===== src/rtl/plot_pkg.sv =====
// Shared sizing defaults, sampler state encoding and the y-to-row scale/clip helper.
// Pure definitions: no latency, no flow control.
package plot_pkg;

  localparam int COLS_DEF  = 96;
  localparam int ROWS_DEF  = 64;
  localparam int COL_W_DEF = 7;
  localparam int ROW_W_DEF = 6;

  typedef enum logic [2:0] {IDLE, EVAL, SAMPLE, WRITE, DONE} state_t;

  // Shift at full width before clipping so large y values can never alias into range.
  function automatic int clip_row(input logic signed [47:0] y, input logic [4:0] sh,
                                  input int rows, output logic in_range);
    longint s;
    longint half;
    s        = longint'(y >>> sh);
    half     = longint'(rows / 2);
    in_range = 1'b0;
    if (s > half - 1) begin
      clip_row = 0;
    end else if (s < -half) begin
      clip_row = rows - 1;
    end else begin
      in_range = 1'b1;
      clip_row = int'(half - 1 - s);
    end
  endfunction

endpackage


===== src/rtl/plot_col_ram.sv =====
// Column buffer: simple dual-port RAM, synchronous write, registered read (1 cycle), old data on collision.
// Out-of-range read addresses return 0; no flow control.
module plot_col_ram
  import plot_pkg::*;
#(
  parameter int DEPTH = COLS_DEF,
  parameter int AW    = COL_W_DEF,
  parameter int DW    = ROW_W_DEF + 1
) (
  input  logic          clk,
  input  logic          rst_n,
  input  logic          we,
  input  logic [AW-1:0] wr_addr,
  input  logic [DW-1:0] wr_data,
  input  logic [AW-1:0] rd_addr,
  output logic [DW-1:0] rd_data
);

  localparam logic [AW:0] DEPTH_L = (AW+1)'(DEPTH);

  logic [DW-1:0] mem [DEPTH];

  always_ff @(posedge clk) begin
    if (we) mem[wr_addr] <= wr_data;
  end

  always_ff @(posedge clk or negedge rst_n) begin
    if (!rst_n) begin
      rd_data <= '0;
    end else if ({1'b0, rd_addr} < DEPTH_L) begin
      rd_data <= mem[rd_addr];
    end else begin
      rd_data <= '0;
    end
  end

endmodule


===== src/rtl/poly_plot_sampler.sv =====
// Sweeps x over COLS columns, samples the combinational engine's y, scales/clips it to a row, fills the column buffer.
// 3 cycles per column, done pulses 3*COLS+1 cycles after start; no backpressure, start only taken in IDLE.
module poly_plot_sampler
  import plot_pkg::*;
#(
  parameter int COLS  = COLS_DEF,
  parameter int ROWS  = ROWS_DEF,
  parameter int COL_W = COL_W_DEF,
  parameter int ROW_W = ROW_W_DEF
) (
  input  logic                    clk,
  input  logic                    rst_n,
  input  logic                    start,
  input  logic signed [15:0]      x_min,
  input  logic signed [15:0]      x_step,
  input  logic        [4:0]       y_shift,
  output logic signed [15:0]      x_out,
  input  logic signed [47:0]      y_in,
  output logic                    busy,
  output logic                    done,
  output logic                    frame_valid,
  input  logic        [COL_W-1:0] rd_addr,
  output logic        [ROW_W:0]   rd_data
);

  localparam logic [COL_W-1:0] LAST_COL = COL_W'(COLS - 1);

  state_t             state;
  logic [COL_W-1:0]   col;
  logic signed [15:0] step_q;
  logic [4:0]         shift_q;
  logic signed [47:0] y_reg;
  logic               in_rng;
  int                 row_i;
  logic [ROW_W:0]     wr_data;
  logic               we;

  always_comb begin
    in_rng  = 1'b0;
    row_i   = clip_row(y_reg, shift_q, ROWS, in_rng);
    wr_data = {in_rng, ROW_W'(row_i)};
    we      = (state == WRITE);
  end

  always_ff @(posedge clk or negedge rst_n) begin
    if (!rst_n) begin
      state       <= IDLE;
      col         <= '0;
      x_out       <= '0;
      step_q      <= '0;
      shift_q     <= '0;
      y_reg       <= '0;
      busy        <= 1'b0;
      done        <= 1'b0;
      frame_valid <= 1'b0;
    end else begin
      case (state)
        IDLE: begin
          if (start) begin
            step_q      <= x_step;
            shift_q     <= y_shift;
            x_out       <= x_min;
            col         <= '0;
            frame_valid <= 1'b0;
            busy        <= 1'b1;
            state       <= EVAL;
          end
        end
        // One full cycle for the engine to settle on the new x.
        EVAL: state <= SAMPLE;
        SAMPLE: begin
          y_reg <= y_in;
          state <= WRITE;
        end
        WRITE: begin
          if (col == LAST_COL) begin
            done        <= 1'b1;
            frame_valid <= 1'b1;
            busy        <= 1'b0;
            state       <= DONE;
          end else begin
            col   <= col + 1'b1;
            x_out <= x_out + step_q;
            state <= EVAL;
          end
        end
        DONE: begin
          done  <= 1'b0;
          state <= IDLE;
        end
        default: state <= IDLE;
      endcase
    end
  end

  plot_col_ram #(
    .DEPTH (COLS),
    .AW    (COL_W),
    .DW    (ROW_W + 1)
  ) u_ram (
    .clk     (clk),
    .rst_n   (rst_n),
    .we      (we),
    .wr_addr (col),
    .wr_data (wr_data),
    .rd_addr (rd_addr),
    .rd_data (rd_data)
  );

endmodule

===== config.mk =====
export PLATFORM = sky130hd
export DESIGN_NAME = poly_plot_sampler
export DESIGN_NICKNAME = d
export VERILOG_FILES = /design/src/rtl/plot_pkg.sv /design/src/rtl/plot_col_ram.sv /design/src/rtl/poly_plot_sampler.sv
export SDC_FILE = /design/constraint.sdc
export NUM_CORES = 1
export LEC_CHECK = 0
export CORE_ASPECT_RATIO = 0.7
export CORE_MARGIN = 2
export CORE_UTILIZATION = 40
export DETAILED_ROUTE_END_ITERATION = 12
export GPL_ROUTABILITY_DRIVEN = 0
export PLACE_DENSITY = 0.68
export RECOVER_POWER = 100
export SLEW_MARGIN = 20
export SYNTH_ARGS = -nofsm -noshare
export SYNTH_HDL_FRONTEND = slang
export SYNTH_SLANG_ARGS = --single-unit
export TNS_END_PERCENT = 5

===== constraint.sdc =====
create_clock -name clk -period 9.85 [get_ports clk]
set_input_delay 1.97 -clock clk [delete_from_list [all_inputs] [get_ports clk]]
set_output_delay 1.97 -clock clk [all_outputs]
set_load 0.05 [all_outputs]

* Word-level counts from Yosys, hierarchy flattened *
Memory sizes are Yosys's and may differ from the RTL's.
Index checks and enable logic that the tools add are counted.

operators by class
  add/sub/neg operators = 3
  $lt $le $gt $ge = 3
  eq/ne operators = 8
  shift-type cells = 1
  multiplexer cells = 23
  reduce and logical (&&, ||, !) cells = 7

operators by type and width
  operator                                                         number
  greater-than comparator 64 x 6 -> 1 bit (second input constant)  1
  less-than comparator 64 x 6 -> 1 bit (second input constant)     1
  >>> shifter 48 x 5 -> 64 bit                                     1
  2-to-1 mux 16 bit                                                2
  one-hot mux 16 bit (2 select lines)                              1
  2-to-1 mux 7 bit                                                 3
  adder 16 bit                                                     1
  one-hot mux 7 bit (2 select lines)                               1
  2-to-1 mux 6 bit                                                 2
  one-hot mux 3 bit (4 select lines)                               1
  2-to-1 mux 1 bit                                                 8
  adder 7 x 1 -> 7 bit (second input constant)                     1
  equality test 7 bit (second input constant)                      1
  less-than comparator 7 bit (second input constant)               1
  equality test 3 x 2 -> 1 bit (second input constant)             2
  2-to-1 mux 3 bit                                                 2
  != test 2 bit (second input constant)                            3
  one-hot mux 1 bit (2 select lines)                               3
  AND reduction 3 bit                                              2
  subtractor 6 bit (first input constant)                          1
  AND reduction 2 bit                                              2
  nonzero test 2 bit                                               2
  equality test 3 x 1 -> 1 bit (second input constant)             1
  equality test 3 bit (second input constant)                      1
  logical NOT 3 bit                                                1

word-level totals
  register bits after elaboration = 105
  RAM bits = 672
  output and inout bits = 26
  memories = 1

memory list
  memory     depth  bits a word  rd ports  clocked after memory_dff  wr ports  line                RTL
  u_ram.mem  96     7            1         0                         1         plot_col_ram.sv:21  logic [DW-1:0] mem [DEPTH];

* Depth between registers and ports, before layout *
Gate-level depths: netlist (run 1).

  word-level depth = 4
  mapped depth = 14

* By module *
From an unflattened synthesis (run 1), not the netlist that was laid out.

unflattened totals
  cells, all modules = 2203
  area, all modules = 35434.0 um2

by module, submodules not included
  module             times used  cells an instance  area each (um2)
  plot_col_ram       1           1232               26395.3
  poly_plot_sampler  1           971                9038.7

* Worst setup path after synthesis (run 1) *
No wires, ideal clock.

  path type = flip-flop to flip-flop
  start point = reg shift_q[3]
  end point = mem u_ram.mem[0][0] (netlist name), data pin
  arrival = 6.638 ns
  required time = 8.877 ns
  setup slack = 2.239 ns
  cell stages (with the launch flop) = 11
  path buffers = 2
  clock period less this slack = 7.611 ns
  path through = dfrtp_1 buf_2 buf_4 mux2_2 mux4_2 nor2_1 o21ai_0 or4_1 a221oi_2 a31oi_1 o31ai_1

RTL lines
  item                      line                     RTL
  start: declaration        poly_plot_sampler.sv:31  logic [4:0] shift_q;
  start signal: assignment  poly_plot_sampler.sv:61  shift_q <= y_shift;
  end: declaration          plot_col_ram.sv:21

* Worst setup path after layout (run 1) *
  start point = reg y_reg[47]
  end point = mem u_ram.mem[21][6] (netlist name), data pin

on the way
  longest elaborated chain between the ends = 4

ends and longest elaborated chain
  item                                  line                     RTL
  start: declaration                    poly_plot_sampler.sv:32  logic signed [47:0] y_reg;
  start signal: assignment              poly_plot_sampler.sv:72  y_reg <= y_in;
  >>> shifter 48 x 5 -> 64 bit *        plot_pkg.sv:17           s = longint'(y >>> sh);
  less-than comparator 64 x 6 -> 1 bit  plot_pkg.sv:22           end else if (s < -half) begin
  2-to-1 mux 1 bit                      plot_pkg.sv:22
  2-to-1 mux 1 bit *                    plot_pkg.sv:20           if (s > half - 1) begin
  named net in_rng                      poly_plot_sampler.sv:33  logic in_rng;

Mark *: on every way through the listed nets, which the timed path passes. The rest lies on a longest branch.

==> results of run 1 <==
report_power, final:
part	total, mW	switching, mW	internal (mW)
clock	3.02	1.28	1.74
combinational	4.34	2.77	1.57
sequential	4.91	0.434	4.48
total	12.3	4.48	7.79
tightest hold or removal path, delay by kind of cell, from the launching register on:
kind | cells | cell delay, ns
DFF | 1 | 0.34
and+or+nand+nor | 2 | 0.11
per-layer routing:
layer / GRT usage, % / vias to the layer above / share of wire (%)
met5: 0 / - / 0
met4: 4.27 / 0 / 1.9
met3: 3.86 / 130 / 10
met2: 29.4 / 1141 / 45
met1: 28.7 / 10666 / 43
li1: - / 8559 / -
worst paths after layout:
kind	from	end	cells past startpoint
max in group asynchronous	rst_n	shift_q[2]	2
worst max-delay path	y_reg[47]	u_ram.mem[21][6]	11
min in group asynchronous	rst_n	u_ram.rd_data[6]	1
worst min-delay path	step_q[14]	step_q[14]	2
worst min register to register	step_q[14]	step_q[14]	2
worst max register to register	y_reg[47]	u_ram.mem[21][6]	11
synth_stat cells, types with 10 or more instances:
cell	count	area [sq um]
buf_2	22	110
a211oi_1	14	105
nor3_1	15	75.1
inv_1	15	56.3
a22oi_1	15	113
o21ai_0	55	275
clkbuf_1	82	308
o22ai_1	12	75.1
nor2b_1	12	75.1
nand3_1	33	165
or3_1	11	68.8
mux4_2	259	5830
dfrtp_1	105	2630
and3_1	12	75.1
a21oi_1	50	250
edfxtp_1	672	20200
buf_4	18	135
nor2_1	161	604
buf_1	18	67.6
xor2_1	10	87.6
nand2_1	155	582
mux2i_1	110	1100
mux2_2	80	901
ha_1	16	200
cell type report:
cell class                      instances  share of cell area (%)
Sequential cell                       777                    56.9
Multi-Input combinational cell       1150                    29.3
Clock buffer                           92                    5.21
Tap cell                             1162                    3.63
Timing Repair Buffer                  148                    3.44
Clock inverter                         51                    1.29
Inverter                               18                   0.169
Antenna cell                            2                  0.0125
per-stage QoR:
| stage | utilization, % | hold WS, ns |
|---|---|---|
| 6_report | 45.6 | 0.482 |
| 5_1_grt | 45.6 | 0.504 |
| 4_1_cts | 45.7 | 0.483 |
| 3_5_place_dp | 42.8 | 0.468 |
| 3_3_place_gp | 42.8 | 0.464 |
| 2_1_floorplan | - | 0.450 |
cell families (layout without fill, tap and decap cells):
logic type               Yosys count  count (layout)  share of synthesized area [%]
flip-flops                       777             777                           64.6
AND/OR/NAND/NOR                  453             453                           5.71
AO/OA/AOI/OAI                    213             213                           3.98
XOR/XNOR                          14              14                          0.347
multiplexers                     453             453                           22.5
adder cells (fa/ha/maj)           17              17                          0.624
buffers and inverters            169             309                           2.28
other                              0               2                              0
==> reports/qor.txt, run 1 <==
RUN STATUS
-------------------------------------------------------------------------------------------
Outcome                                                                        finished with violations
Violated checks                                                                capacitance limit, slew limit

STA
-------------------------------------------------------------------------------------------
Slew at the pin closest to its max-slew limit                                       3.50 ns
Number of setup violations in the final report                                            0
Max Freq                                                                          0.140 GHz
Final TNS setup                                                                        0 ns
Clock skew                                                                        0.0336 ns
Max_slew headroom                                                                     -133%
Setup repair after global routing missed its margin                                   false
Final period utilization                                                              72.7%
Final Hold Vio Count                                                                      0
Shortest period the worst path allows                                               7.16 ns
Setup slack of the critical path after layout                                       2.69 ns
Pins Over Slew Limit                                                                    203

PWR
-------------------------------------------------------------------------------------------
VDD IR max                                                                         0.259 mV
Leakage component of the power                                                      13.2 nW
Power density of the placed cells                                               306 nW/um^2
Total design power                                                                  12.3 mW

LAYOUT
-------------------------------------------------------------------------------------------
Most common library cell in the layout ignoring fill and taps                      edfxtp_1
Max reg flops                                                                           672
Area used by multi-input combinational logic                                    11700 sq um
Share of post-route cells with drive strength above 1                                 22.8%
P&R area growth vs syn                                                                13.5%
Sequential cell area                                                            22800 sq um
Final net count                                                                        2286
# fillers                                                                              7323
Final cell area excluding filler cells                                          40100 sq um
Commonest non-fill, non-tap cells in the layout                                672 x edfxtp_1, 259 x mux4_2, 161 x nor2_1
Number of non-filler instances in the completed layout                                 3400

LOGIC SYNTHESIS
-------------------------------------------------------------------------------------------
Area of the mapped netlist                                                      35300 sq um
Number of flip-flops and latches in the synthesized netlist                             777
Share of flip-flops with an asynchronous set or reset after synthesis                 13.5%
Ys flop type                                                                       edfxtp_1
Synth warnings                                                                            0
Post-synthesis cell type count                                                           76
Sequential-to-total area share from yosys stat                                        64.6%
Post-synth EDFFs                                                                        672
Net count of the mapped netlist                                                        2208
Cells after Synth                                                                      2096
Mean Syn Cell Area                                                               16.8 sq um

PLACE
-------------------------------------------------------------------------------------------
DP HPWL                                                                             56.0 mm
Number of placed instances with taps included                                          3255
Area after DPL                                                                  37500 sq um
Setup slack after placement                                                         4.22 ns
Number of port buffers                                                                  120

CRITICAL PATH
-------------------------------------------------------------------------------------------
Required time at the endpoint of the critical path                                 10.13 ns
Slowest-stage cell, CP                                                              o41ai_1
Cell type with the highest occurrence count on the critical path                      buf_4
Type of origin of the critical path                                                register
Delay of the slowest critical-path stage                                            1.80 ns
Setup slack of the most critical reg-to-reg path                                    2.69 ns
Maximum net fanout on the critical path                                                  96
Setup Crit Path Kind                                                                reg2reg
CP Buf/Inv Count                                                                          3
Cells traversed along the worst timing path                                    buf_4 -> inv_1 -> a21oi_1 -> a222oi_1 -> o21ai_0 -> a211oi_1 -> nand4b_1 -> or3_2 -> o41ai_1 -> a21boi_0 -> buf_4
WP data arrival                                                                     7.44 ns
Capturing element type of the critical path                                        register
CP delay by family, top                                                        compound AO/OA/AOI/OAI gates

DETAILED ROUTING
-------------------------------------------------------------------------------------------
Average routed wire per standard cell                                          26.0 microns
Post-route ant nets                                                                       0
DRT Wirelength                                                                      88.3 mm
Number of design-rule violations left by the first detailed-router iteration           2872
DR vias/cell                                                                           6.03
DRC violation count after routing                                                         0
Vias after detailed routing                                                           20496
Pre-Repair DR Iteration Count                                                             6

GLOBAL ROUTE
-------------------------------------------------------------------------------------------
Number of global-route vias before repair                                             20073
Initial antenna violation count                                                           4
Global-route wire length before repair                                               133 mm
Leftover overflow at the end of global routing                                            0
Maximum number of pins on one net before global-route repair                            117
Combined global-route utilization of all metal layers                                 19.3%

FLOORPLAN
-------------------------------------------------------------------------------------------
Starting density of the core                                                          40.2%
Width of the chip                                                               359 microns
Core Region                                                                     87800 sq um
# rows                                                                                   91
I/O pin count                                                                           121
Die Y                                                                           253 microns
Die outline area                                                                90700 sq um

MIN PATH
-------------------------------------------------------------------------------------------
Class of the tightest hold or removal check                                         reg2reg

CLOCK NETWORK
-------------------------------------------------------------------------------------------
Buffers from clock root to sink, at most                                                  3
Clock slew at the register clock pins of the worst setup and hold paths             0.06 ns
TritonCTS clock tree                                                                   done
Clock sink total                                                                        777
Cts repair resizes                                                                        0
Number of buffers created by CTS                                                         79
Clock root buffer master                                                          clkbuf_16
Total setup buffers inserted after CTS                                                    0
CTS HTree Levels                                                                          3
Cts-stage hold buffer count                                                               0
Clock latency of the later-clocked register in the worst-skew pair                  0.63 ns

FLOW RUN
-------------------------------------------------------------------------------------------
Count of maximum capacitance violations                                                   6

No activity file was read; power rests on OpenSTA's default activity.
==> run 2, diff against run 1 <==
- clock period: 9.85 -> 7.16 ns (I/O delays scaled with it)
==> reports/qor.txt, run 2 (synthesized netlist as in run 1, its figures left out) <==
GLOBAL ROUTE
-------------------------------------------------------------------------------------------
Global-route wire length before repair                                               133 mm
Maximum number of pins on one net before global-route repair                             97
Leftover overflow at the end of global routing                                            0
Combined global-route utilization of all metal layers                                 19.3%
Initial antenna violation count                                                           4
Number of global-route vias before repair                                             20328

DETAILED ROUTING
-------------------------------------------------------------------------------------------
DR vias/cell                                                                           6.01
Average routed wire per standard cell                                          25.8 microns
Post-route ant nets                                                                       0
DRT Wirelength                                                                      87.8 mm
Number of design-rule violations left by the first detailed-router iteration           2986
Pre-Repair DR Iteration Count                                                             7
DRC violation count after routing                                                         0
Vias after detailed routing                                                           20455

CRITICAL PATH
-------------------------------------------------------------------------------------------
CP Buf/Inv Count                                                                          2
Slowest-stage cell, CP                                                              dfrtp_4
Capturing element type of the critical path                                        register
Delay of the slowest critical-path stage                                            1.08 ns
Required time at the endpoint of the critical path                                  7.40 ns
Type of origin of the critical path                                                register
Cells traversed along the worst timing path                                    inv_2 -> mux4_2 -> mux2i_1 -> nor2_1 -> a31oi_1 -> nand4_1 -> nor4_1 -> a31oi_1 -> o21ai_4 -> clkbuf_1
CP delay by family, top                                                        buffers and inverters
Cell type with the highest occurrence count on the critical path                    a31oi_1
Maximum net fanout on the critical path                                                  70
WP data arrival                                                                     6.49 ns
Setup Crit Path Kind                                                                reg2reg

STA
-------------------------------------------------------------------------------------------
Setup slack of the critical path after layout                                      0.902 ns
Clock skew                                                                        0.0418 ns
Max_slew headroom                                                                    -90.3%
Slew at the pin closest to its max-slew limit                                       2.85 ns
Setup repair after global routing missed its margin                                   false
Pins Over Slew Limit                                                                    300
Shortest period the worst path allows                                               6.26 ns
Final Hold Vio Count                                                                      0
Final TNS setup                                                                        0 ns
Number of setup violations in the final report                                            0
Max Freq                                                                          0.160 GHz
Final period utilization                                                              87.4%

LAYOUT
-------------------------------------------------------------------------------------------
P&R area growth vs syn                                                                13.5%
Most common library cell in the layout ignoring fill and taps                      edfxtp_1
N_diodes                                                                                  0
Final core occ                                                                        45.7%
Max reg flops                                                                           672
Share of post-route cells with drive strength above 1                                 22.9%
Commonest non-fill, non-tap cells in the layout                                672 x edfxtp_1, 259 x mux4_2, 161 x nor2_1
Final net count                                                                        2289

PWR
-------------------------------------------------------------------------------------------
VDD IR max                                                                         0.248 mV
Power density of the placed cells                                               422 nW/um^2
Leakage component of the power                                                      13.2 nW

CLOCK NETWORK
-------------------------------------------------------------------------------------------
Cts-stage hold buffer count                                                               0
TritonCTS clock tree                                                                   done
Total setup buffers inserted after CTS                                                    0
Clock latency of the later-clocked register in the worst-skew pair                  0.65 ns
Buffers from clock root to sink, at most                                                  3
Clock root buffer master                                                          clkbuf_16
CTS HTree Levels                                                                          3
Clock sink total                                                                        777
Cts repair resizes                                                                        0
Clock slew at the register clock pins of the worst setup and hold paths             0.07 ns
Number of buffers created by CTS                                                         77

PLACE
-------------------------------------------------------------------------------------------
Number of port buffers                                                                  120
Setup slack after placement                                                         1.70 ns
DP HPWL                                                                             57.4 mm

RUN STATUS
-------------------------------------------------------------------------------------------
Violated checks                                                                capacitance limit, slew limit
Outcome                                                                        finished with violations

MIN PATH
-------------------------------------------------------------------------------------------
Class of the tightest hold or removal check                                         reg2reg

FLOORPLAN
-------------------------------------------------------------------------------------------
I/O pin count                                                                           121
Width of the chip                                                               359 microns
# rows                                                                                   91
Starting density of the core                                                          40.2%
Die Y                                                                           253 microns
Die outline area                                                                90700 sq um
Core Region                                                                     87800 sq um

FLOW RUN
-------------------------------------------------------------------------------------------
Count of maximum capacitance violations                                                   7

-- run 2: worst paths after layout --
kind	cells past startpoint	to	from	slack [ns]
min	1	frame_valid	frame_valid	0.48
min in group asynchronous	1	x_out[9]	rst_n	1.69
max in group asynchronous	2	shift_q[2]	rst_n	2.55
max reg2reg	10	u_ram.mem[17][3]	shift_q[2]	0.90
max	10	u_ram.mem[17][3]	shift_q[2]	0.90
min reg2reg	1	frame_valid	frame_valid	0.48
-- run 2: cell type report --
class	count	area, sq um
fill	7382	47700
tap	1162	1450
multi-input combinational	1150	11800
clock inverter	51	552
timing repair buffer	153	1440
sequential	777	22800
inverter	18	67.6
clock buffer	91	1990
-- run 2: metrics by stage --
step	cells	hold WS (ns)	cell area (sq um)	total power, mW
finish	3402	0.475	40100	16.9
global route	3402	0.507	40100	17.6
CTS	3402	0.484	40200	16.8
detailed placement	3260	0.469	37600	12.7
global placement	3260	0.464	37600	12.6
floorplan	2096	0.450	35300	11.0
-- run 2: per-layer routing --
metal  share of wire (%)  global-route usage [%]  routed length (microns)  vias up
li1                    -                       -                        -     8562
met1                  44                    29.8                    39000    10591
met2                  43                    27.8                    38100     1164
met3                  10                    4.50                     9070      136
met4                 1.9                    4.30                     1630        2
met5               0.015                       0                       13        -
-- run 2: power by group --
part           leakage, nW  total, mW  internal (mW)  switching, mW
registers             7.33       6.90           6.14          0.761
clock network         1.22       4.06           2.28           1.78
logic                 4.67       5.94           2.22           3.73
total                 13.2       16.9           10.6           6.27
